**src/rtl/rip_common_pkg.sv**
```systemverilog
// Shared LSU types: decoded instruction, FSM states, access size and decode helpers.
package rip_common;

  typedef struct packed {
    logic lui;
    logic auipc;
    logic jal;
    logic jalr;
    logic branch;
    logic alu;
    logic lb;
    logic lh;
    logic lw;
    logic lbu;
    logic lhu;
    logic sb;
    logic sh;
    logic sw;
  } inst_t;

  typedef enum logic [1:0] {
    IDLE = 2'd0,
    REQ  = 2'd1,
    WAIT = 2'd2,
    DONE = 2'd3
  } lsu_state_t;

  typedef enum logic [1:0] {
    SZ_BYTE = 2'd0,
    SZ_HALF = 2'd1,
    SZ_WORD = 2'd2
  } acc_size_t;

  typedef struct packed {
    logic      mem;
    logic      store;
    logic      uns;
    acc_size_t size;
  } mem_op_t;

  // Classify an instruction; anything not exactly one load/store bit is not a memory op.
  function automatic mem_op_t decode_mem(input inst_t i);
    mem_op_t op;
    op.mem   = $onehot(i) && (i.lb | i.lh | i.lw | i.lbu | i.lhu | i.sb | i.sh | i.sw);
    op.store = i.sb | i.sh | i.sw;
    op.uns   = i.lbu | i.lhu;
    if (i.lw | i.sw)
      op.size = SZ_WORD;
    else if (i.lh | i.lhu | i.sh)
      op.size = SZ_HALF;
    else
      op.size = SZ_BYTE;
    return op;
  endfunction

  // Natural alignment check on the two low address bits.
  function automatic logic is_misaligned(input acc_size_t s, input logic [1:0] off);
    logic mis;
    case (s)
      SZ_HALF: mis = off[0];
      SZ_WORD: mis = |off;
      default: mis = 1'b0;
    endcase
    return mis;
  endfunction

endpackage

```
**src/rtl/rip_lsu_align.sv**
```systemverilog
// Byte-lane steering: store byte enables / replicated data, load lane extract and extend.
module rip_lsu_align
  import rip_common::*;
(
  input  acc_size_t   st_size,
  input  logic [1:0]  st_off,
  input  logic [31:0] st_wdata,
  output logic [3:0]  be,
  output logic [31:0] wdata_rep,
  input  acc_size_t   ld_size,
  input  logic [1:0]  ld_off,
  input  logic        ld_uns,
  input  logic [31:0] ld_word,
  output logic [31:0] ld_data
);

  logic [31:0] lane;

  // Store side: enables shifted by offset, data replicated across all lanes.
  always_comb begin
    be        = 4'b1111;
    wdata_rep = st_wdata;
    case (st_size)
      SZ_BYTE: begin
        be        = 4'b0001 << st_off;
        wdata_rep = {4{st_wdata[7:0]}};
      end
      SZ_HALF: begin
        be        = 4'b0011 << st_off;
        wdata_rep = {2{st_wdata[15:0]}};
      end
      default: ;
    endcase
  end

  // Load side: shift the addressed lane down, then sign- or zero-extend.
  always_comb begin
    lane    = ld_word >> {ld_off, 3'b000};
    ld_data = ld_word;
    case (ld_size)
      SZ_BYTE: ld_data = ld_uns ? {24'd0, lane[7:0]}  : {{24{lane[7]}}, lane[7:0]};
      SZ_HALF: ld_data = ld_uns ? {16'd0, lane[15:0]} : {{16{lane[15]}}, lane[15:0]};
      default: ;
    endcase
  end

endmodule

```
**src/rtl/rip_lsu.sv**
```systemverilog
// Load/store unit: one outstanding access, alignment and timeout faults, registered outputs.
module rip_lsu
  import rip_common::*;
#(
  parameter int unsigned TIMEOUT_CYCLES = 256
) (
  input  logic        clk,
  input  logic        rst_n,
  input  inst_t       inst,
  input  logic        start,
  input  logic [31:0] addr,
  input  logic [31:0] wdata,
  output logic        busy,
  output logic        done,
  output logic [31:0] rdata,
  output logic        misaligned,
  output logic        access_fault,
  output logic        mem_req,
  output logic        mem_we,
  output logic [31:0] mem_addr,
  output logic [3:0]  mem_be,
  output logic [31:0] mem_wdata,
  input  logic        mem_gnt,
  input  logic        mem_rvalid,
  input  logic [31:0] mem_rdata
);

  localparam int unsigned CNT_W = $clog2(TIMEOUT_CYCLES + 1);

  lsu_state_t       state;
  logic [CNT_W-1:0] cnt;
  acc_size_t        op_size;
  logic             op_uns;
  logic             op_store;
  logic [1:0]       op_off;

  mem_op_t          dec_c;
  logic             misal_c;
  logic [3:0]       be_c;
  logic [31:0]      wrep_c;
  logic [31:0]      ld_c;
  logic             resp_c;
  logic             timeout_c;

  // Decode the incoming request and classify the response/timeout for this cycle.
  always_comb begin
    dec_c     = decode_mem(inst);
    misal_c   = is_misaligned(dec_c.size, addr[1:0]);
    resp_c    = ((state == REQ) && mem_gnt && mem_rvalid) || ((state == WAIT) && mem_rvalid);
    timeout_c = (cnt == CNT_W'(TIMEOUT_CYCLES - 1));
  end

  rip_lsu_align u_align (
    .st_size   (dec_c.size),
    .st_off    (addr[1:0]),
    .st_wdata  (wdata),
    .be        (be_c),
    .wdata_rep (wrep_c),
    .ld_size   (op_size),
    .ld_off    (op_off),
    .ld_uns    (op_uns),
    .ld_word   (mem_rdata),
    .ld_data   (ld_c)
  );

  // Access FSM with all interface outputs registered.
  always_ff @(posedge clk) begin
    if (!rst_n) begin
      state        <= IDLE;
      cnt          <= '0;
      op_size      <= SZ_BYTE;
      op_uns       <= 1'b0;
      op_store     <= 1'b0;
      op_off       <= 2'd0;
      busy         <= 1'b0;
      done         <= 1'b0;
      rdata        <= 32'd0;
      misaligned   <= 1'b0;
      access_fault <= 1'b0;
      mem_req      <= 1'b0;
      mem_we       <= 1'b0;
      mem_addr     <= 32'd0;
      mem_be       <= 4'd0;
      mem_wdata    <= 32'd0;
    end else begin
      done <= 1'b0;
      case (state)
        IDLE: begin
          if (start) begin
            cnt          <= '0;
            busy         <= 1'b1;
            rdata        <= 32'd0;
            access_fault <= 1'b0;
            misaligned   <= dec_c.mem && misal_c;
            op_size      <= dec_c.size;
            op_uns       <= dec_c.uns;
            op_store     <= dec_c.store;
            op_off       <= addr[1:0];
            if (!dec_c.mem || misal_c) begin
              state <= DONE;
              done  <= 1'b1;
            end else begin
              state     <= REQ;
              mem_req   <= 1'b1;
              mem_we    <= dec_c.store;
              mem_addr  <= {addr[31:2], 2'b00};
              mem_be    <= be_c;
              mem_wdata <= wrep_c;
            end
          end
        end
        REQ, WAIT: begin
          cnt <= cnt + CNT_W'(1);
          if ((state == REQ) && mem_gnt) begin
            mem_req <= 1'b0;
            mem_we  <= 1'b0;
          end
          if (resp_c) begin
            state <= DONE;
            done  <= 1'b1;
            rdata <= op_store ? 32'd0 : ld_c;
          end else if (timeout_c) begin
            state        <= DONE;
            done         <= 1'b1;
            access_fault <= 1'b1;
            rdata        <= 32'd0;
            mem_req      <= 1'b0;
            mem_we       <= 1'b0;
          end else if ((state == REQ) && mem_gnt) begin
            state <= WAIT;
          end
        end
        DONE: begin
          state <= IDLE;
          busy  <= 1'b0;
        end
        default: begin
          state <= IDLE;
          busy  <= 1'b0;
        end
      endcase
    end
  end

endmodule

```
**config.mk**
```make
export PLATFORM = sky130hd
export DESIGN_NAME = rip_lsu
export DESIGN_NICKNAME = d
export VERILOG_FILES = /design/src/rtl/rip_common_pkg.sv /design/src/rtl/rip_lsu_align.sv /design/src/rtl/rip_lsu.sv
export SDC_FILE = /design/constraint.sdc
export NUM_CORES = 1
export LEC_CHECK = 0
export BUFFER_PORTS_ARGS = -buffer_cell sky130_fd_sc_hd__buf_2
export CORE_MARGIN = 2
export CORE_UTILIZATION = 40
export DETAILED_ROUTE_END_ITERATION = 6
export PLACE_DENSITY_LB_ADDON = 0.12
export SLEW_MARGIN = 0
export SYNTH_ARGS = -nofsm -noshare
export SYNTH_HDL_FRONTEND = slang
export SYNTH_SLANG_ARGS = --single-unit
```
**constraint.sdc**
```tcl
create_clock -name clk -period 6.99 [get_ports clk]
set_clock_uncertainty 0.1 [all_clocks]
set_input_delay 0.3495 -clock clk [delete_from_list [all_inputs] [get_ports clk]]
set_output_delay 0.3495 -clock clk [all_outputs]
set_load 0.02 [all_outputs]
```
Yosys cells after proc, flatten, opt, wreduce, memory -nomap -nowiden
Cells that the tools add are included.
- bits in registers: 121
- logic and storage cells: 128
- bitwise operators: 14
- equality and inequality tests: 14
- shifts and indexed selects: 3
- $add $sub $neg: 14
- reduce and logical (&&, ||, !) cells: 23
- mux-type cells: 44
- operator list (kind ; number):
    $mux W32 ; 6
    $pmux W32 S2 ; 3
    $shr A32 B5 Y16 ; 1
    $mux W1 ; 19
    $pmux W9 S2 ; 1
    $add A1 B1 Y2 ; 7
    $or A1 B1 Y1 ; 13
    $mux W2 ; 6
    $pmux W1 S2 ; 6
    $add A2 B2 Y3 ; 3
    $add A9 B1 Y9 const B ; 1
    $eq A9 B8 Y1 const B ; 1
    $mux W9 ; 1
    $reduce_and A3 Y1 ; 3
    $ne A2 B2 Y1 const B ; 4
    $pmux W4 S2 ; 1
    $reduce_and A2 Y1 ; 4
    $eq A2 B1 Y1 const B ; 3
    $eq A2 B2 Y1 const B ; 3
    $logic_not A2 Y1 ; 3
    $pmux W2 S3 ; 1
    $logic_and A1 B1 Y1 ; 5
    $add A3 B2 Y4 ; 1
    $add A3 B3 Y4 ; 1
    12 further kinds ; 15

Longest topological paths before layout
Gate-level depths: netlist (run 1).
- depth in word-level cells: 13
- depth in mapped cells: 17
- gate-level depth less buffers: 15

Cells and area by module
Synthesis (run 1) repeated with hierarchy kept, for this count alone.
- cell total of the unflattened synthesis: 767
- area total of the unflattened synthesis: 6249.7 sq um
- modules (own cells, without submodules) (module ; cells an instance ; times used ; sequential area each (sq um) ; area each (sq um)):
    rip_lsu ; 596 ; 1 ; 2422.3 ; 5071.1
    rip_lsu_align ; 171 ; 1 ; 0.0 ; 1178.6

Least setup slack after synthesis (run 1)
No wires, ideal clock.
- kind: input port to flip-flop
- start: input port inst[0] (netlist name)
- end: register mem_wdata[24]
- cell stages on the path: 17
- buffers on the path: 2
- slack: 2.379 ns
- arrival: 4.388 ns
- setup time: 0.123 ns
- cells stage by stage: inv_1 > fa_1 > inv_1 > fa_1 > fa_1 > inv_1 > fa_1 > inv_1 > ha_1 > inv_1 > fa_1 > a211o_1 > a2111oi_4 > nand4_1 > buf_4 > buf_6 > mux2i_1
- word-level cells in the longest chain between the ends: 10
- elaborated cells on any way between the ends: 18
- those cells by class: add/sub (4); eq/ne (3); mux (3); bitwise (3); reduce/logical (5)
- ends and longest elaborated chain (what ; RTL line ; RTL):
    start, declared ; rip_lsu.sv:9 ; input inst_t inst,
    $add A1 B1 Y2 (not written as such) ; rip_common_pkg.sv:44 ; op.mem = $onehot(i) && (i.lb | i.lh | i.lw | i.lbu | i.lhu | i.sb | i.sh | i.sw);
    $add A2 B2 Y3 (not written as such) ; rip_common_pkg.sv:44 ;
    $add A3 B3 Y4 (not written as such) ; rip_common_pkg.sv:44 ;
    $add A4 B4 Y4 (not written as such) ; rip_common_pkg.sv:44 ;
    $eq A4 B1 Y1 ; rip_common_pkg.sv:44 ;
    $logic_and A1 B1 Y1 ; rip_common_pkg.sv:44 ;
    $logic_not A1 Y1 ; rip_lsu.sv:99 ; if (!dec_c.mem || misal_c) begin
    $logic_or A1 B1 Y1 ; rip_lsu.sv:99 ;
    $not A1 Y1 (no line) ; - ;
    $reduce_and A3 Y1 (no line) ; - ;
    end signal, assigned ; rip_lsu.sv:108 ; mem_wdata <= wrep_c;
    end, declared ; rip_lsu.sv:22 ; output logic [31:0] mem_wdata,
Parallel ways exist; a longest one is shown, timed or not.
A chain may end at the register's enable or synchronous reset.

Final worst setup path (run 1)
- start: input port inst[0] (netlist name)
- end: register mem_addr[13]
- word-level cells in the longest chain between the ends: 10
- elaborated cells on any way between the ends: 16
- those cells by class: add/sub (4); eq/ne (3); mux (2); bitwise (3); reduce/logical (4)
- ends and longest elaborated chain (what ; RTL line ; RTL):
    $add A1 B1 Y2 (not written as such) ; rip_common_pkg.sv:44 ;
    $add A2 B2 Y3 (not written as such) ; rip_common_pkg.sv:44 ;
    $add A3 B3 Y4 (not written as such) ; rip_common_pkg.sv:44 ;
    $add A4 B4 Y4 (not written as such) ; rip_common_pkg.sv:44 ;
    $eq A4 B1 Y1 ; rip_common_pkg.sv:44 ;
    $logic_and A1 B1 Y1 ; rip_common_pkg.sv:44 ;
    $logic_not A1 Y1 ; rip_lsu.sv:99 ;
    $logic_or A1 B1 Y1 * ; rip_lsu.sv:99 ;
    $not A1 Y1 (no line) * ; - ;
    $reduce_and A3 Y1 (no line) * ; - ;
    end signal, assigned ; rip_lsu.sv:106 ; mem_addr <= {addr[31:2], 2'b00};
    end, declared ; rip_lsu.sv:20 ; output logic [31:0] mem_addr,
Every way passes the cells marked *; elsewhere a longest branch is shown, timed or not.

==> results of run 1 <==
## layout make-up
type                       count  area [um^2]  share of cell area [%]
multi-input combinational    490         3400                    42.2
sequential                   121         2420                    30.1
timing repair buffer         224         1140                    14.1
clock buffer                  17          425                    5.28
tap                          211          264                    3.28
clock inverter                15          213                    2.64
inverter                      51          191                    2.38
## cells in the final DEF, fill, tap and decap left out, types with 2 or more instances in the layout
cell	instances
nor3_1	6
a31oi_1	4
a2bb2oi_1	9
dfxtp_1	121
a211oi_1	3
buf_2	217
bufinv_16	4
mux2i_1	75
xnor2_1	6
nand4_1	4
a21o_1	4
and2_1	5
conb_1	2
o2bb2ai_1	9
nand2_1	128
a21boi_0	20
o221ai_1	8
nand3_1	5
o32ai_1	23
fa_1	9
clkinvlp_4	2
o211ai_1	11
nor4_1	4
nand2b_1	12
o21ai_0	24
nor2b_1	5
inv_1	50
a21oi_1	12
nor2_1	42
o211a_1	3
mux2_2	16
o21a_1	2
o311a_1	2
inv_6	6
clkbuf_16	17
ha_1	10
and3_1	9
buf_4	7
o22ai_1	2
## power groups by stage
stage	logic [mW]	registers, mW	clock network, mW
6_report	0.648	0.785	0.952
5_1_grt	0.722	0.793	1.01
4_1_cts	0.653	0.785	0.971
3_5_place_dp	0.651	0.799	0
3_3_place_gp	0.650	0.798	0
2_1_floorplan	0.440	0.822	0
## stage by stage
stage | total power [mW] | area, um^2 | hold slack [ps] | util [%]
after floorplan | 1.26 | 6250 | 371 | -
after global placement | 1.45 | 7410 | 339 | 48.6
after detailed placement | 1.45 | 7410 | 342 | 48.6
after CTS | 2.41 | 8050 | 47.4 | 52.8
after global routing | 2.52 | 8050 | 54.5 | 52.8
final | 2.39 | 8050 | 66.1 | 52.8
## metal layers
layer  routed length (um)  vias to the layer above
li1                     -                     2867
met1                 8100                     2589
met2                 7600                      179
met3                 1100                       20
met4                  287                        0
met5                    0                        -
## how the worst max path moves through the flow
stage	startpoint	slack, ps	to	cells after the start
after floorplan	inst[0]	2380	mem_wdata[24]$_SDFFE_PN0P_	17
after global placement	inst[0]	1880	mem_addr[12]$_SDFFE_PN0P_	17
after detailed placement	inst[0]	1780	mem_addr[13]$_SDFFE_PN0P_	17
after CTS	inst[0]	2250	mem_addr[13]$_SDFFE_PN0P_	17
after global routing	inst[0]	1990	mem_addr[10]$_SDFFE_PN0P_	17
final	inst[0]	2220	mem_addr[13]$_SDFFE_PN0P_	17
## state kept, by name, indices dropped and copies added, names as in the netlist, 2 cells and up
| register | count |
|---|---|
| cnt | 9 |
| mem_addr | 30 |
| mem_be | 4 |
| mem_wdata | 32 |
| op_off | 2 |
| op_size | 2 |
| rdata | 32 |
| state | 2 |
## kinds of logic after synthesis
logic type,after synthesis,synth area share (%)
AO/OA/AOI/OAI,144,17.4
XOR/XNOR,7,0.981
adder cells (fa/ha/maj),19,4.89
buffers and inverters,104,6.99
flip-flops,121,38.8
multiplexers,92,15.3
other,1,0.0600
AND/OR/NAND/NOR,226,15.7
## worst max-delay path: stages
cell and delay [ps]:
buf_2 120, inv_1 60, fa_1 520, inv_1 60
fa_1 480, fa_1 510, inv_1 50, fa_1 430
inv_1 70, ha_1 150, inv_1 50, fa_1 370
a211o_1 330, a2111oi_4 460, nand4_1 140, buf_4 460
mux2i_1 240
==> impl_metrics.yaml, run 1 <==
min_path:
  hp-start: "addr[19]"
  hold_depth: 3
  hold_end: "mem_addr[19]$_SDFFE_PN0P_"
  worst_hold_path_type: "primary input to register"
yosys:
  synth_cells: 714
  yosys.area.top_type: "dfxtp_1"
  synth_common_cells: "nand2_1 (128), dfxtp_1 (121), mux2i_1 (75)"
  synth-seq-cells: 121
  ys.flop_type: "dfxtp_1"
  syn_avg_cell_area_um2: 8.75
  syn_area_um2: 6250
  async_flop_share_pct: 0
  synth_area_leaders: "dfxtp_1 (39%), mux2i_1 (12%), nand2_1 (7.7%)"
  ys_seq_area_share_pct: 38.8
  ys_types: 54
  yosysTopAreaCellShare_pct: 38.8
  synth_edf_count: 0
  yosysMostFrequentCell: "nand2_1"
  yosys_warnings: 0
drt:
  ant_nets: 0
  wl_per_cell_um: 15.1
  vias: 5655
  drc: 0
  drt_wl_total_mm: 17.1
  drtPass1Iterations: 4
  drt_iter0_drc: 264
  via_per_inst: 5.01
power:
  ir_drop_mv: 0.235
  p_per_area_nw_per_um2: 296
  seq_power_share_pct: 32.9
  clock_power_share_pct: 39.9
  p_sw_uw: 795
  p_int_mw: 1.59
  pwr-share-comb_pct: 27.2
  power.leakage_nw: 4.00
  swShare_pct: 33.3
setup_path:
  arrival_ps: 4930
  endpoint_kind: "register"
  crit_type: "primary input to register"
  cp_max_fo: 66
  worst-r2r-setup-slack_ps: 4200
  r2r-end: "rdata[9]$_SDFFE_PN0P_"
  critPathRequiredTime_ps: 7150
  start_kind: "primary input"
  rr_startpoint: "state[1]$_SDFFE_PN0P_"
  reg2regPathDepth: 6
timing:
  worst_pin_slew_ps: 1140
  rsz0062_at_grt: "false"
  slew_viol_final: 0
  setup_viol: 0
  period_minus_slack_ps: 4770
  fin_ws_ps: 2220
  slew_headroom_pct: 24.1
  hold_violations: 0
  min_period_over_period_pct: 68.2
  clock.fmax_mhz: 210
  setup_tns_ps: 0
clock_tree:
  clock-sinks: 121
  clk_pin_slew_ps: 60
  insertion_delay_ps: 420
  cts_buffers: 17
  cts_tree: "yes"
  htreeDepth: 4
  hold_buffers: 0
  cts_resized: 0
  clock_path_buffers: 2
  clock_tree.root_cell: "clkbuf_16"
  postCtsSetupBuffers: 0
final_layout:
  nFillCells: 1482
  final_cell_count_no_fill: 1129
  num_antenna_cells: 0
  nets: 1039
  drive_gt1_share_pct: 30.2
  syn_to_final_growth_pct: 28.9
placed_design:
  dp_worst_setup_slack_ps: 1780
  numPortBuffers: 218
  place_inst: 1097
  place_congestion: 0.772
  dp_hpwl_mm: 12.2
floorplanning:
  fp-row-count: 45
  start_util_pct: 41.0
  die_h_um: 129
  core_um2: 15300
  die_w_um: 129
  pin_count: 221
  dieArea_um2: 16600
grt:
  grt_max_degree: 102
  grt-ovfl-total: 0
  grt.busiest_layer: "met2"
  grt_use_met1_pct: 27.6
  met2_usage_pct: 30.8
  grt_pass1_wl_mm: 26.3
  grt.met3_usage_pct: 4.78
  first_global_vias: 5071
  grt_usage_pct: 20.2
  antenna_found_initial: 0
outcome:
  outcome: "finished clean"
flow_run:
  max_cap_violations: 0
Note: power is estimated with default switching activity, not from simulation.
==> run 2, diff against run 1 <==
clock period = 4.19 ns   (was 6.99 ns; I/O delays follow)
==> run 2 against run 1 <==
Compared with the run above: register-to-register slack worse by 2800 ps; sequential power is 67% higher; routed wire length up 5.3%; highest routed layer unchanged; utilization rose by 4.0 points; die area is the same; combinational power rose by 79%.
==> impl_metrics.yaml, run 2 (synthesized netlist as in run 1, its figures left out) <==
final_layout:
  nets: 1103
  final_cell_count_no_fill: 1193
  drive_gt1_share_pct: 29.7
  num_antenna_cells: 0
  layout_common_cells: "buf_2 (216), nand2_1 (128), dfxtp_1 (121)"
  utilization_pct: 56.8
  syn_to_final_growth_pct: 38.7
  largest_registers: "mem_wdata (32), rdata (32), mem_addr (30)"
  layout_commonest_cell: "buf_2"
timing:
  setup_viol: 0
  setup_tns_ps: 0
  hold_violations: 0
  slew_headroom_pct: 38.5
  min_period_over_period_pct: 97.1
  clock.fmax_mhz: 246
  worst_pin_slew_ps: 920
  period_minus_slack_ps: 4070
  slew_viol_final: 0
  fin_ws_ps: 121
floorplanning:
  pin_count: 221
  die_w_um: 129
  fp-row-count: 45
  core_um2: 15300
  die_h_um: 129
  start_util_pct: 41.0
  dieArea_um2: 16600
outcome:
  outcome: "finished clean"
placed_design:
  numPortBuffers: 218
  dp_hpwl_mm: 12.1
  place_inst: 1104
  dp_worst_setup_slack_ps: -406
  place_congestion: 0.797
clock_tree:
  cts_buffers: 17
  clock-sinks: 121
  htreeDepth: 4
  clock_tree.root_cell: "clkbuf_16"
  clk_pin_slew_ps: 60
  cts_tree: "yes"
  insertion_delay_ps: 410
  clock_path_buffers: 2
grt:
  grt-ovfl-total: 0
  grt_pass1_wl_mm: 27.1
  grt_max_degree: 157
  grt_usage_pct: 20.7
  antenna_found_initial: 0
  first_global_vias: 5429
setup_path:
  critPathRequiredTime_ps: 4390
  endpoint_kind: "register"
  rr_startpoint: "state[1]$_SDFFE_PN0P_"
  start_kind: "primary input"
  crit_type: "primary input to register"
  cp_max_fo: 25
  arrival_ps: 4270
  crit_path_start: "inst[0]"
drt:
  via_per_inst: 4.93
  wl_per_cell_um: 15.1
  ant_nets: 0
  drc: 0
  vias: 5881
  drt_iter0_drc: 300
  drt_wl_total_mm: 18.0
  drtPass1Iterations: 4
power:
  power.leakage_nw: 4.27
  ir_drop_mv: 0.287
  power_mw: 3.87
  p_per_area_nw_per_um2: 446
flow_run:
  max_cap_violations: 0
min_path:
  hp-start: "mem_rdata[10]"
  worst_hold_path_type: "primary input to register"
==> run 2: changes by cell type in the layout (fill, tap and decap cells not counted), moves of 2 or more <==
cell,before,now
buf_6,0,3
clkinv_4,1,5
dlygate4sd3_1,0,53
inv_1,50,48
bufinv_16,4,1
buf_12,0,2
buf_4,7,13
==> run 2: routing by layer <==
metal	part of all wire [%]	global-route usage (%)
met5	0	0
met2	44	31.1
met4	1.2	6.33
met1	49	28.9
met3	5.8	5.57
==> run 2: metrics by stage <==
stage	instance area [um^2]	hold WS [ps]
after floorplan	6280	248
after global placement	7500	340
after detailed placement	7500	344
after CTS	8600	1.59
after global routing	8660	7.22
final	8660	23.9
==> run 2: timing repair <==
item / in CTS / in global routing
gates resized for setup: 0 / 7
endpoints found under the hold margin: 53 / 0
endpoints found under the setup margin: 0 / 66
hold buffers: 53 / 0
setup buffers: 0 / 2
==> run 2: final cells by class <==
cell class / count / area, um^2
flip-flops and latches: 121 / 2420
clock inverters: 15 / 143
well taps: 211 / 264
multi-input cells: 490 / 3400
inverters: 51 / 199
repair buffers: 288 / 1810
clock buffers: 17 / 425
fillers: 1438 / 6590
==> run 2: path summary, 6_finish.rpt <==
| check | end | slack [ps] | cells past startpoint |
|---|---|---|---|
| setup / recovery | mem_wdata[3]$_SDFFE_PN0P_ | 120 | 18 |
| hold / removal | rdata[10]$_SDFFE_PN0P_ | 20 | 3 |
| setup reg to reg | rdata[8]$_SDFFE_PN0P_ | 1390 | 6 |
| hold reg to reg | rdata[17]$_SDFFE_PN0P_ | 350 | 2 |
==> run 2: worst max-delay path, cell delays in order <==
cell       delay, ps
buf_4            120
inv_8             30
fa_1             520
inv_1             60
fa_1             490
fa_1             510
inv_1             50
fa_1             420
inv_1             70
ha_2             170
inv_2             40
fa_2             330
a211o_1          280
a2111oi_4        320
nand4_1          150
buf_6            180
buf_12           180
mux2i_1          130
==> run 2: where the power goes <==
group	switching [mW]	leakage, nW	total, mW	internal [mW]
sequential	0.0734	0.977	1.31	1.24
clock	0.571	0.275	1.40	0.825
combinational	0.694	3.02	1.16	0.469
